[src/rtl/mem_copy_master.sv]
// Word-at-a-time memory copy engine: reads a source word, writes it to the destination,
// and repeats for len words over a single-ported memory with zero read latency.
//
// state | meaning
// ------+-----------------------------------------------------------
// IDLE  | waiting for start; ADDR/WE parked at 0
// READ  | ADDR = source pointer, RD captured into data register
// WRITE | ADDR = destination pointer, WE = 1, WD = data register
// DONE  | one-cycle done pulse, then back to IDLE
module mem_copy_master #(
    parameter int BYTE_SIZE  = 4,
    parameter int ADDR_WIDTH = 32
) (
    input  logic                   clk,
    input  logic                   reset,
    input  logic                   start,
    input  logic [ADDR_WIDTH-1:0]  src_addr,
    input  logic [ADDR_WIDTH-1:0]  dst_addr,
    input  logic [15:0]            len,
    output logic                   WE,
    output logic [ADDR_WIDTH-1:0]  ADDR,
    output logic [BYTE_SIZE*8-1:0] WD,
    input  logic [BYTE_SIZE*8-1:0] RD,
    output logic                   busy,
    output logic                   done,
    output logic [15:0]            count
);

    localparam int DW = BYTE_SIZE * 8;
    localparam logic [ADDR_WIDTH-1:0] STEP = ADDR_WIDTH'(BYTE_SIZE);

    typedef enum logic [1:0] {
        IDLE  = 2'd0,
        READ  = 2'd1,
        WRITE = 2'd2,
        DONE  = 2'd3
    } state_t;

    state_t                r_state;
    logic [ADDR_WIDTH-1:0] r_src_ptr;
    logic [ADDR_WIDTH-1:0] r_dst_ptr;
    logic [15:0]           r_remaining;
    logic [15:0]           r_count;
    logic [DW-1:0]         r_data;
    logic                  r_we;
    logic [ADDR_WIDTH-1:0] r_addr;
    logic                  r_busy;
    logic                  r_done;

    // Outputs are registered alongside the state so each one reflects the state being entered.
    always_ff @(posedge clk or negedge reset) begin
        if (!reset) begin
            r_state     <= IDLE;
            r_src_ptr   <= '0;
            r_dst_ptr   <= '0;
            r_remaining <= '0;
            r_count     <= '0;
            r_data      <= '0;
            r_we        <= 1'b0;
            r_addr      <= '0;
            r_busy      <= 1'b0;
            r_done      <= 1'b0;
        end else begin
            r_done <= 1'b0;
            case (r_state)
                IDLE: begin
                    if (start) begin
                        r_src_ptr   <= src_addr;
                        r_dst_ptr   <= dst_addr;
                        r_remaining <= len;
                        r_count     <= '0;
                        if (len != 16'd0) begin
                            r_state <= READ;
                            r_busy  <= 1'b1;
                            r_addr  <= src_addr;
                        end else begin
                            r_state <= DONE;
                            r_done  <= 1'b1;
                        end
                    end
                end
                READ: begin
                    r_data    <= RD;
                    r_src_ptr <= r_src_ptr + STEP;
                    r_state   <= WRITE;
                    r_addr    <= r_dst_ptr;
                    r_we      <= 1'b1;
                end
                WRITE: begin
                    r_dst_ptr   <= r_dst_ptr + STEP;
                    r_remaining <= r_remaining - 16'd1;
                    r_count     <= r_count + 16'd1;
                    r_we        <= 1'b0;
                    if (r_remaining == 16'd1) begin
                        r_state <= DONE;
                        r_done  <= 1'b1;
                        r_busy  <= 1'b0;
                        r_addr  <= '0;
                    end else begin
                        // Source pointer was already advanced during READ.
                        r_state <= READ;
                        r_addr  <= r_src_ptr;
                    end
                end
                DONE: begin
                    r_state <= IDLE;
                end
                default: begin
                    r_state <= IDLE;
                    r_we    <= 1'b0;
                    r_addr  <= '0;
                    r_busy  <= 1'b0;
                end
            endcase
        end
    end

    assign WE    = r_we;
    assign ADDR  = r_addr;
    assign WD    = r_data;
    assign busy  = r_busy;
    assign done  = r_done;
    assign count = r_count;

endmodule

[config.mk]
export PLATFORM = sky130hd
export DESIGN_NAME = mem_copy_master
export DESIGN_NICKNAME = d
export VERILOG_FILES = /design/src/rtl/mem_copy_master.sv
export SDC_FILE = /design/constraint.sdc
export NUM_CORES = 1
export LEC_CHECK = 0
export ABC_AREA = 1
export CAP_MARGIN = 20
export CORE_ASPECT_RATIO = 0.5
export CORE_MARGIN = 2
export CORE_UTILIZATION = 45
export CTS_CLUSTER_SIZE = 8
export DETAILED_ROUTE_END_ITERATION = 6
export PLACE_DENSITY_LB_ADDON = 0.08
export SYNTH_ARGS = -nofsm -noshare
export SYNTH_HDL_FRONTEND = slang
export SYNTH_SLANG_ARGS = --single-unit
[constraint.sdc]
create_clock -name clk -period 5.6 [get_ports clk]
set_clock_uncertainty 0.2 [all_clocks]
set_input_delay 0.84 -clock clk [delete_from_list [all_inputs] [get_ports clk]]
set_output_delay 0.84 -clock clk [all_outputs]
set_load 0.01 [all_outputs]
==> results of run 1 <==
placed cells by master, fill, tap and decap left out, types with 4 or more instances in the layout:
| cell | instances |
|---|---|
| a21oi_1 | 62 |
| a22oi_1 | 4 |
| a31oi_1 | 4 |
| buf_4 | 10 |
| bufinv_16 | 4 |
| clkbuf_16 | 17 |
| clkdlybuf4s50_1 | 196 |
| clkinv_2 | 5 |
| dfrtp_1 | 165 |
| ha_1 | 7 |
| inv_1 | 115 |
| inv_2 | 4 |
| nand2_1 | 615 |
| nand3_1 | 142 |
| nand4_1 | 16 |
| nor2_1 | 299 |
| nor2_2 | 4 |
| nor2_4 | 4 |
| nor3_1 | 13 |
| o21ai_0 | 82 |
| o22ai_1 | 5 |
flip-flops by register name, indices dropped and copies added (netlist names):
name and flops:
WE 1, WD 32, ADDR 32, r_remaining 16, count 16, r_src_ptr 32
r_dst_ptr 32, busy 1, r_state 2, done 1
cell families (layout without fill, tap and decap cells):
logic type	count (synthesis)	after routing
xor+xnor	3	3
compound gates	166	166
simple gates	1100	1100
fa+ha+maj	9	9
buf+inv	185	359
flops	165	165
stage by stage:
step                      instances  utilization
final                          2109        0.579
after global routing           2109        0.579
after CTS                      2108        0.578
after detailed placement       2077        0.551
after global placement         2077        0.551
after floorplan                1628            -
cells in the mapped netlist (5+ instances only):
master    number  share of area
o22ai_1        5         0.0030
clkbuf_1      22         0.0080
buf_2         26          0.013
dfrtp_1      165           0.40
nor2_1       299           0.11
inv_1        115          0.042
ha_1           9          0.011
nand4_1       16         0.0097
nor3_1        13         0.0063
buf_1         16         0.0058
o21ai_0       82          0.040
nand2_1      615           0.22
nand3_1      142          0.069
a21oi_1       62          0.030
worst paths after layout:
kind / end / cells after the start / slack, ns
max in group asynchronous: WD[23] / 2 / 3.82
min: ADDR[23] / 1 / 0.22
min reg2reg: WD[26] / 2 / 0.27
max: r_src_ptr[8] / 10 / 2.36
min in group clk: WD[26] / 2 / 0.27
max reg2reg: r_src_ptr[8] / 10 / 2.36
routing by layer:
| layer | GRT usage | part of all wire | routed length, um | vias to the layer above |
|---|---|---|---|---|
| li1 | - | - | - | 5455 |
| met1 | 0.401 | 0.46 | 15500 | 5299 |
| met2 | 0.449 | 0.45 | 15300 | 359 |
| met3 | 0.0529 | 0.066 | 2230 | 47 |
| met4 | 0.0907 | 0.020 | 664 | 0 |
| met5 | 0 | 0 | 0 | - |
cell type report:
| type | instances | share of cell area |
|---|---|---|
| clock inverter | 10 | 0.0117 |
| timing repair buffer | 208 | 0.158 |
| clock buffer | 21 | 0.0351 |
| multi-input combinational | 1278 | 0.417 |
| inverter | 120 | 0.0344 |
| tap | 307 | 0.0293 |
| sequential | 165 | 0.315 |
power groups by stage:
stage	combinational, mW	sequential, mW	clock (mW)
finish	3.72	2.36	1.26
global route	4.17	2.43	1.34
CTS	3.71	2.34	1.28
detailed placement	3.69	2.35	0
global placement	3.60	2.34	0
floorplan	2.30	2.27	0
worst max-delay path: cells and delay by family, from the launching register on:
kind / cells / cell delay [ns]
compound gates: 4 / 0.78
flops: 1 / 0.43
buf+inv: 5 / 1.30
fa+ha+maj: 1 / 0.40
==> results.md, run 1 <==
* Max H-tree Level at 4
* Slew @ Worst Pin at 0.938 ns
* Comb power frac at 0.507
* Worst R2R Start: r_state[1]
* Yosys reg bits at 165
* Clock transition at path regs at 0.06 ns
* Cell Area, Synth at between 0.01 and 0.015 mm2
* Worst-Skew Late Latency at between 0.4 and 0.5 ns
* Initial core utilization at 0.455
* Int Power at 3.89 mW
* # clock sinks at 165
* Post-Syn Area per Cell at approximately 6.3 um2
* Initial antenna violation count at 0
* NetSw at ~3.4 mW
* CP Class: flip-flop to flip-flop
* Total Routed Length at 33.7 mm
* Final instance area at ~0.013 mm2
* Required @ worst endpoint at 5.73 ns
* Clock tree root driver cell: clkbuf_16
* Cell variety after synth at 34
* Post-CTS Hold Buffers at 0
* Crit end category: flip-flop
* Core Region at 0.0226 mm2
* CP max stage delay at 0.45 ns
* Reg area at 0.00413 mm2
* CTS buffer count at 17
* 1st-pass router iterations at 7
* Slew margin rel. at 0.375
* Leakage power at 6.07 nW
* Std-Cell Rows at 39
* Final nets at 1914
* Fmax at 0.309 GHz
* Buffers added on ports at 197
* Largest net degree at the start of global routing at 90
* Failing checks: design-rule violations
* Worst-path maximum fanout at 44
* Final worst slack at 2.36 ns
* Post-synthesis simple-gate area fraction at 0.430
* Die area at ~0.024 mm2
* # fillers at roughly 2200
* Area Overhead vs Synth at 27.3%
* Placed Area at ~0.012 mm2
* EDFF count, synth at 0
* Final hold vios at 0
* XOR/XNOR share of the synthesized area at 0.00255
* Mapped Cells at between 1500 and 2000
* Ys flop type: dfrtp_1
* Startpoint Class: flip-flop
* Vias at 11200
* Die width at roughly 220 um
* Worst Setup SP: r_state[1]
* First-pass GRT wire length at roughly 55 mm
* Period utilization at 0.579
* Power share of the sequential group at 0.321
* Post-synthesis mux area share at 0
* Die Ht at 111 um
* Arrival @ worst endpoint at about 3.4 ns
* Asr flop ratio synth at 1.00
* Main combinational cell family by area after synthesis: simple AND/OR/NAND/NOR gates
* GRT Util Overall at 0.286
* Congestion Overflow GR at 0
* Fin Hold WS at 0.225 ns
* VDD IR max at 284 uV
* Status: complete, but fails checks
* WL per Instance at 16.0 um
* DRT iter0 DRCs at 995
* Syn_nets at 1752
* DRC at 4
* YS warnings at 0
* Setup TNS at 0 ns
* DP Worst Slack at 2.15 ns
* Clock tree from TritonCTS: built
* Area of the multi-input gates at 0.00547 mm2
* Post_cts resized at 0
* DP HPWL at 24.1 mm
* Setup repair bufs after CTS at 0
* Longest Clk Path Bufs at 2
* Routed Antenna Nets at 0
* Post-layout min period at 3.24 ns
* I/O pin cnt at 198
* Power Total at 7.33 mW
* Vias in the first global route at 10600
* CP max-delay cell: inv_2
* CP Cell Sequence: inv_1 > ha_4 > inv_2 > o21ai_2 > buf_4 > inv_2 > a21oi_1 > o21ai_0 > o21ai_0 > inv_1
* Clock share of power at 0.172
* Switching share of total power at 0.469
* Power per Cell Area at 559 mW/mm2
* Post-synthesis sequential area ratio at 0.401
* Pins Over Slew Limit at 0
* Synth Area in Compound Gates at 0.0849
* RSZ-0062 raised after global routing: false
* Fraction of the mapped netlist area in adder cells at 0.0109
* Via/cell ratio at approximately 5.3
* MaxCap Viol Count at 0
* Hold Crit Class: input pin to asynchronous set/reset pin
* Gpl congestion at ~0.96
* Antenna fix cells at 0
* Final setup violation count at 0
* Layout cells sized above 1 at 0.0344
No activity file was read; power rests on OpenSTA's default activity.
==> run 2, diff against run 1 <==
==> constraint.sdc (replaced) <==
create_clock -name clk -period 2.8 [get_ports clk]
set_clock_uncertainty 0.2 [all_clocks]
set_input_delay 0.42 -clock clk [delete_from_list [all_inputs] [get_ports clk]]
set_output_delay 0.42 -clock clk [all_outputs]
set_load 0.01 [all_outputs]
==> run 2 against run 1 <==
  * First-iteration DRC count down 2.6%
  * Die area unchanged
  * Combinational power rose by 100%
  * Setup slack lost 1.9 ns
  * Core utilization up 0.67 points
  * Critical endpoint is now ADDR[23]
  * Global-route usage decreased by 0.49 points
  * Flip-flop and latch count unchanged
  * Clock power grew 89%
  * Largest cell class unchanged
  * Cell count is 0.71% higher
  * The run now ends clean
  * Critical path depth down 1
  * Clock-buffer cell count down 3
==> results.md, run 2 (same netlist as run 1, synthesis figures left out) <==
* Switching share of total power at 0.473
* Via/cell ratio at 5.16
* DRT iter0 DRCs at 969
* Routed Antenna Nets at 0
* Initial antenna violation count at 0
* Total Routed Length at 33.0 mm
* Hold Crit Class: input pin to asynchronous set/reset pin
* # clock sinks at 165
* M1 WL at about 15 mm
* Post_cts resized at 0
* Leakage power at 6.13 nW
* CP Class: flip-flop to flip-flop
* Setup TNS at 0 ns
* Power per Cell Area at 1100 mW/mm2
* Antenna fix cells at 0
* Clock tree root driver cell: clkbuf_16
* Vias at 11000
* Worst-Skew Late Latency at 0.45 ns
* Commonest non-fill, non-tap cell in the layout: nand2_1
* Longest Clk Path Bufs at 2
* Final nets at 1928
* Crit end category: flip-flop
* VDD IR max at 863 uV
* Die area at 0.0242 mm2
* Status: finished, final reports clean
* Die Ht at 111 um
* Worst-path maximum fanout at 64
* Initial core utilization at 0.455
* Arrival @ worst endpoint at 2.45 ns
* First-pass GRT wire length at 53.9 mm
* DRC at 0
* Met3 WL at 2.16 mm
* Max H-tree Level at 4
* Slew margin rel. at 0.650
* Fmax at ~0.43 GHz
* Vias in the first global route at 10400
* MaxCap Viol Count at 0
* Final core occ at 0.586
* Largest net degree at the start of global routing at 91
* Std-Cell Rows at 39
* GRT Util Overall at 0.282
* I/O pin cnt at 198
* Startpoint Class: flip-flop
* DP HPWL at 24.3 mm
* Slew @ Worst Pin at between 0.5 and 0.6 ns
* Clock share of power at 0.163
* Pins Over Slew Limit at 0
* Period utilization at 0.823
* CTS buffer count at 17
* Top sig layer: met4
* Int Power at 7.71 mW
* Area Overhead vs Synth at 28.8%
* Required @ worst endpoint at 2.94 ns
* Gpl congestion at 0.936
* RSZ-0062 raised after global routing: false
* 1st-pass router iterations at 5
* Comb power frac at 0.517
* Power share of the sequential group at 0.321
* Layout cells sized above 1 at 0.0424
* WL per Instance at approximately 16 um
* Clock transition at path regs at 0.06 ns
* Metal2 WL at 14.9 mm
* Core Region at 0.0226 mm2
* Final setup violation count at 0
* NetSw at 6.91 mW
* Buffers added on ports at between 150 and 200
* Final hold vios at 0
* Post-layout min period at 2.31 ns
* Clock tree from TritonCTS: built
* Die width at 218 um
* Most frequent cells in the layout: 615 x nand2_1, 299 x nor2_1, 196 x clkdlybuf4s50_1
* Congestion Overflow GR at 0
-- run 2: changes by cell type in the layout (fill, tap and decap cells not counted) --
cell and delta:
dlygate4sd3_1 +1, clkbuf_1 -1, clkinvlp_4 +3, clkinv_4 +4
buf_4 +7, inv_6 +2, clkbuf_8 -2, clkinv_2 -3
bufinv_16 -2, buf_12 +6
-- run 2: cell type report --
class	instances	area, um2
inverters	120	450
clock inverters	14	154
repair buffers	222	2250
well taps	307	384
clock buffers	18	429
flip-flops and latches	165	4130
fillers	2228	9380
multi-input cells	1278	5470
-- run 2: routing by layer --
layer,vias up,global-route usage
li1,5479,-
met1,5116,0.397
met2,318,0.434
met3,41,0.0639
met4,0,0.0771
met5,-,0
-- run 2: worst paths after layout --
| path | start | depth (start not counted) | slack [ns] | end |
|---|---|---|---|---|
| worst max register to register | r_state[0] | 9 | 0.49 | ADDR[23] |
| min in group clk | WD[25] | 2 | 0.27 | WD[25] |
| worst min-delay path | reset | 2 | 0.26 | ADDR[28] |
| worst max-delay path | r_state[0] | 9 | 0.49 | ADDR[23] |
| max in group asynchronous | reset | 4 | 1.37 | WD[26] |
| worst min register to register | WD[25] | 2 | 0.27 | WD[25] |
-- run 2: worst max-delay path, cell delays in order, from the launching register on --
cell	delay, ns
dfrtp_1	0.41
inv_1	0.18
ha_1	0.29
inv_2	0.36
a21oi_1	0.14
nand2_2	0.12
buf_12	0.24
nor2_1	0.07
nand2_1	0.07
nand2_1	0.05
-- run 2: power by group through the flow --
| stage | registers, mW | clock network, mW | logic, mW |
|---|---|---|---|
| after floorplan | 4.54 | 0 | 4.59 |
| after global placement | 4.67 | 0 | 7.39 |
| after detailed placement | 4.69 | 0 | 7.53 |
| after CTS | 4.67 | 2.41 | 7.57 |
| after global routing | 4.84 | 2.52 | 8.52 |
| final | 4.69 | 2.38 | 7.55 |
-- run 2: what timing repair did --
item | CTS | global route
hold endpoints to repair | 37 | 0
hold buffers | 1 | 0
buffers inserted | 0 | 0
-- run 2: metrics by stage --
stage / std cells / instance area (um2) / power, mW / hold slack, ns / setup slack [ns]
final: 2124 / 13300 / 14.6 / 0.260 / 0.495
after global routing: 2124 / 13300 / 15.9 / 0.284 / 0.325
after CTS: 2124 / 13300 / 14.6 / 0.265 / 0.501
after detailed placement: 2091 / 12700 / 12.2 / 0.175 / 0.380
after global placement: 2091 / 12700 / 12.1 / 0.174 / 0.427
after floorplan: 1628 / 10300 / 9.13 / -0.0756 / 0.974
==> run 3, diff against run 2 <==
==> constraint.sdc (replaced) <==
create_clock -name clk -period 2 [get_ports clk]
set_clock_uncertainty 0.2 [all_clocks]
set_input_delay 0.3 -clock clk [delete_from_list [all_inputs] [get_ports clk]]
set_output_delay 0.3 -clock clk [all_outputs]
set_load 0.01 [all_outputs]
==> run 3 against run 2 <==
  * Total power increased by 48%
  * Combinational power is 55% higher
  * Largest power group unchanged
  * Core utilization up 2.9 points
  * Critical path type is now flip-flop to primary output
==> results.md, run 3 (same netlist as run 1, synthesis figures left out) <==
* CP max stage delay at 0.57 ns
* MaxCap Viol Count at 0
* Final setup violation count at 0
* Antenna fix cells at 0
* Largest net degree at the start of global routing at 54
* Initial antenna violation count at 0
* Hold Crit Class: input pin to asynchronous set/reset pin
* Die Ht at 111 um
* Delay-heaviest family, CP: buffers and inverters
* Vias in the first global route at about 11000
* Reg area at just over 0.004 mm2
* Final nets at 1985
* Startpoint Class: flip-flop
* Die width at around 220 um
* Final instance area at 0.0139 mm2
* Area Overhead vs Synth at 35.2%
* Routed Antenna Nets at 0
* Die area at 0.0242 mm2
* Post-layout min period at 1.94 ns
* Fmax at 0.517 GHz
* Commonest non-fill, non-tap cell in the layout: nand2_1
* Initial core utilization at 0.455
* DP HPWL at approximately 25 mm
* DRC at 0
* Arrival @ worst endpoint at 1.44 ns
* Required @ worst endpoint at 1.50 ns
* Area of the multi-input gates at 0.00556 mm2
* VDD IR max at 877 uV
* Via/cell ratio at 5.23
* Vias at 11400
* Crit end category: primary output
* GRT Util Overall at 0.295
* Clock tree root driver cell: clkbuf_16
* # clock sinks at 165
* 1st-pass router iterations at 7
* WL per Instance at 15.9 um
* Clock tree from TritonCTS: built
* Total Routed Length at 34.7 mm
* First-pass GRT wire length at 56.7 mm
* Max H-tree Level at 4
* DP Worst Slack at -0.268 ns
* DRT iter0 DRCs at 1146
* Gpl congestion at 0.948
* Leakage power at 6.48 nW
* Longest Clk Path Bufs at 2
* Fin Hold WS at 0.151 ns
* Clock transition at path regs at approximately 0.070 ns
* Layout cells sized above 1 at 0.0806
* Period utilization at 0.968
* Final hold vios at 0
* CP Class: flip-flop to primary output
* Buffers added on ports at 197
* Slew margin rel. at 0.694
* Worst-path maximum fanout at 5
* Slew @ Worst Pin at around 0.46 ns
* Congestion Overflow GR at 0
* Status: finished, final reports clean
* Core Region at 0.0226 mm2
* Setup TNS at 0 ns
* RSZ-0062 raised after global routing: true
* Placed Area at 0.0132 mm2
* I/O pin cnt at about 200
* CP Buf/Inv Count at 1
* Most frequent cells in the layout: 614 x nand2_1, 295 x nor2_1, 194 x clkdlybuf4s50_1
* CP max-delay cell: clkdlybuf4s50_1
* Pins Over Slew Limit at 0
* Power per Cell Area at between 1500 and 2000 mW/mm2
* Power Total at around 22 mW
* Std-Cell Rows at 39
* CTS buffer count at 17
* Final worst slack at 0.0646 ns
* # fillers at between 2000 and 2500
* Worst-Skew Late Latency at approximately 0.45 ns
* CP Cell Sequence: clkdlybuf4s50_1
run 3: changes by cell type in the layout (fill, tap and decap cells not counted), moves of 4 or more:
| cell | delta |
|---|---|
| dfrtp_1 | -4 |
| buf_4 | +44 |
| buf_12 | +7 |
| buf_6 | +4 |
| dfrtp_2 | +4 |
| nor2_1 | -4 |
run 3: through the flow:
stage	util	cells
3_5_place_dp	0.581	2145
3_3_place_gp	0.581	2145
5_1_grt	0.615	2181
6_report	0.615	2181
2_1_floorplan	-	1628
4_1_cts	0.610	2180
run 3: per-layer routing:
metal / up-vias / global-route usage / share of wire
li1: 5605 / - / -
met1: 5383 / 0.413 / 0.47
met2: 371 / 0.466 / 0.46
met3: 49 / 0.0524 / 0.060
met4: 0 / 0.0866 / 0.020
met5: - / 0 / 0
run 3: timing repair:
action | CTS | global route
gates cloned | 1 | 1
hold buffers | 1 | 0
resized for setup | 7 | 31
endpoints found under the setup margin | 43 | 80
hold endpoints to repair | 82 | 0
pin swaps | 1 | 2
buffers inserted | 1 | 1
run 3: layout make-up:
type                       count  area share
inverter                     120      0.0329
tap                          307      0.0276
clock inverter                12     0.00944
timing repair buffer         279       0.203
multi-input combinational   1278       0.399
clock buffer                  20      0.0314
sequential                   165       0.297
run 3: path summary, 6_finish.rpt:
check                           startpoint  endpoint  slack, ns  cells after the start
worst max register to register  r_state[1]  ADDR[30]       0.08                      9
worst max-delay path              count[2]  count[2]       0.06                      1
max in group asynchronous            reset  count[8]       0.76                      3
min in group clk                    RD[18]    WD[18]       0.18                      3
worst min-delay path                 reset  ADDR[23]       0.15                      2
worst min register to register      WD[14]    WD[14]       0.27                      2
run 3: power breakdown:
part           total, mW  leakage [nW]  switching, mW  internal (mW)
logic               11.7          4.19           6.88           4.84
registers           6.60          2.03           1.70           4.90
clock network       3.28         0.266           1.44           1.84
total               21.6          6.48           10.0           11.6
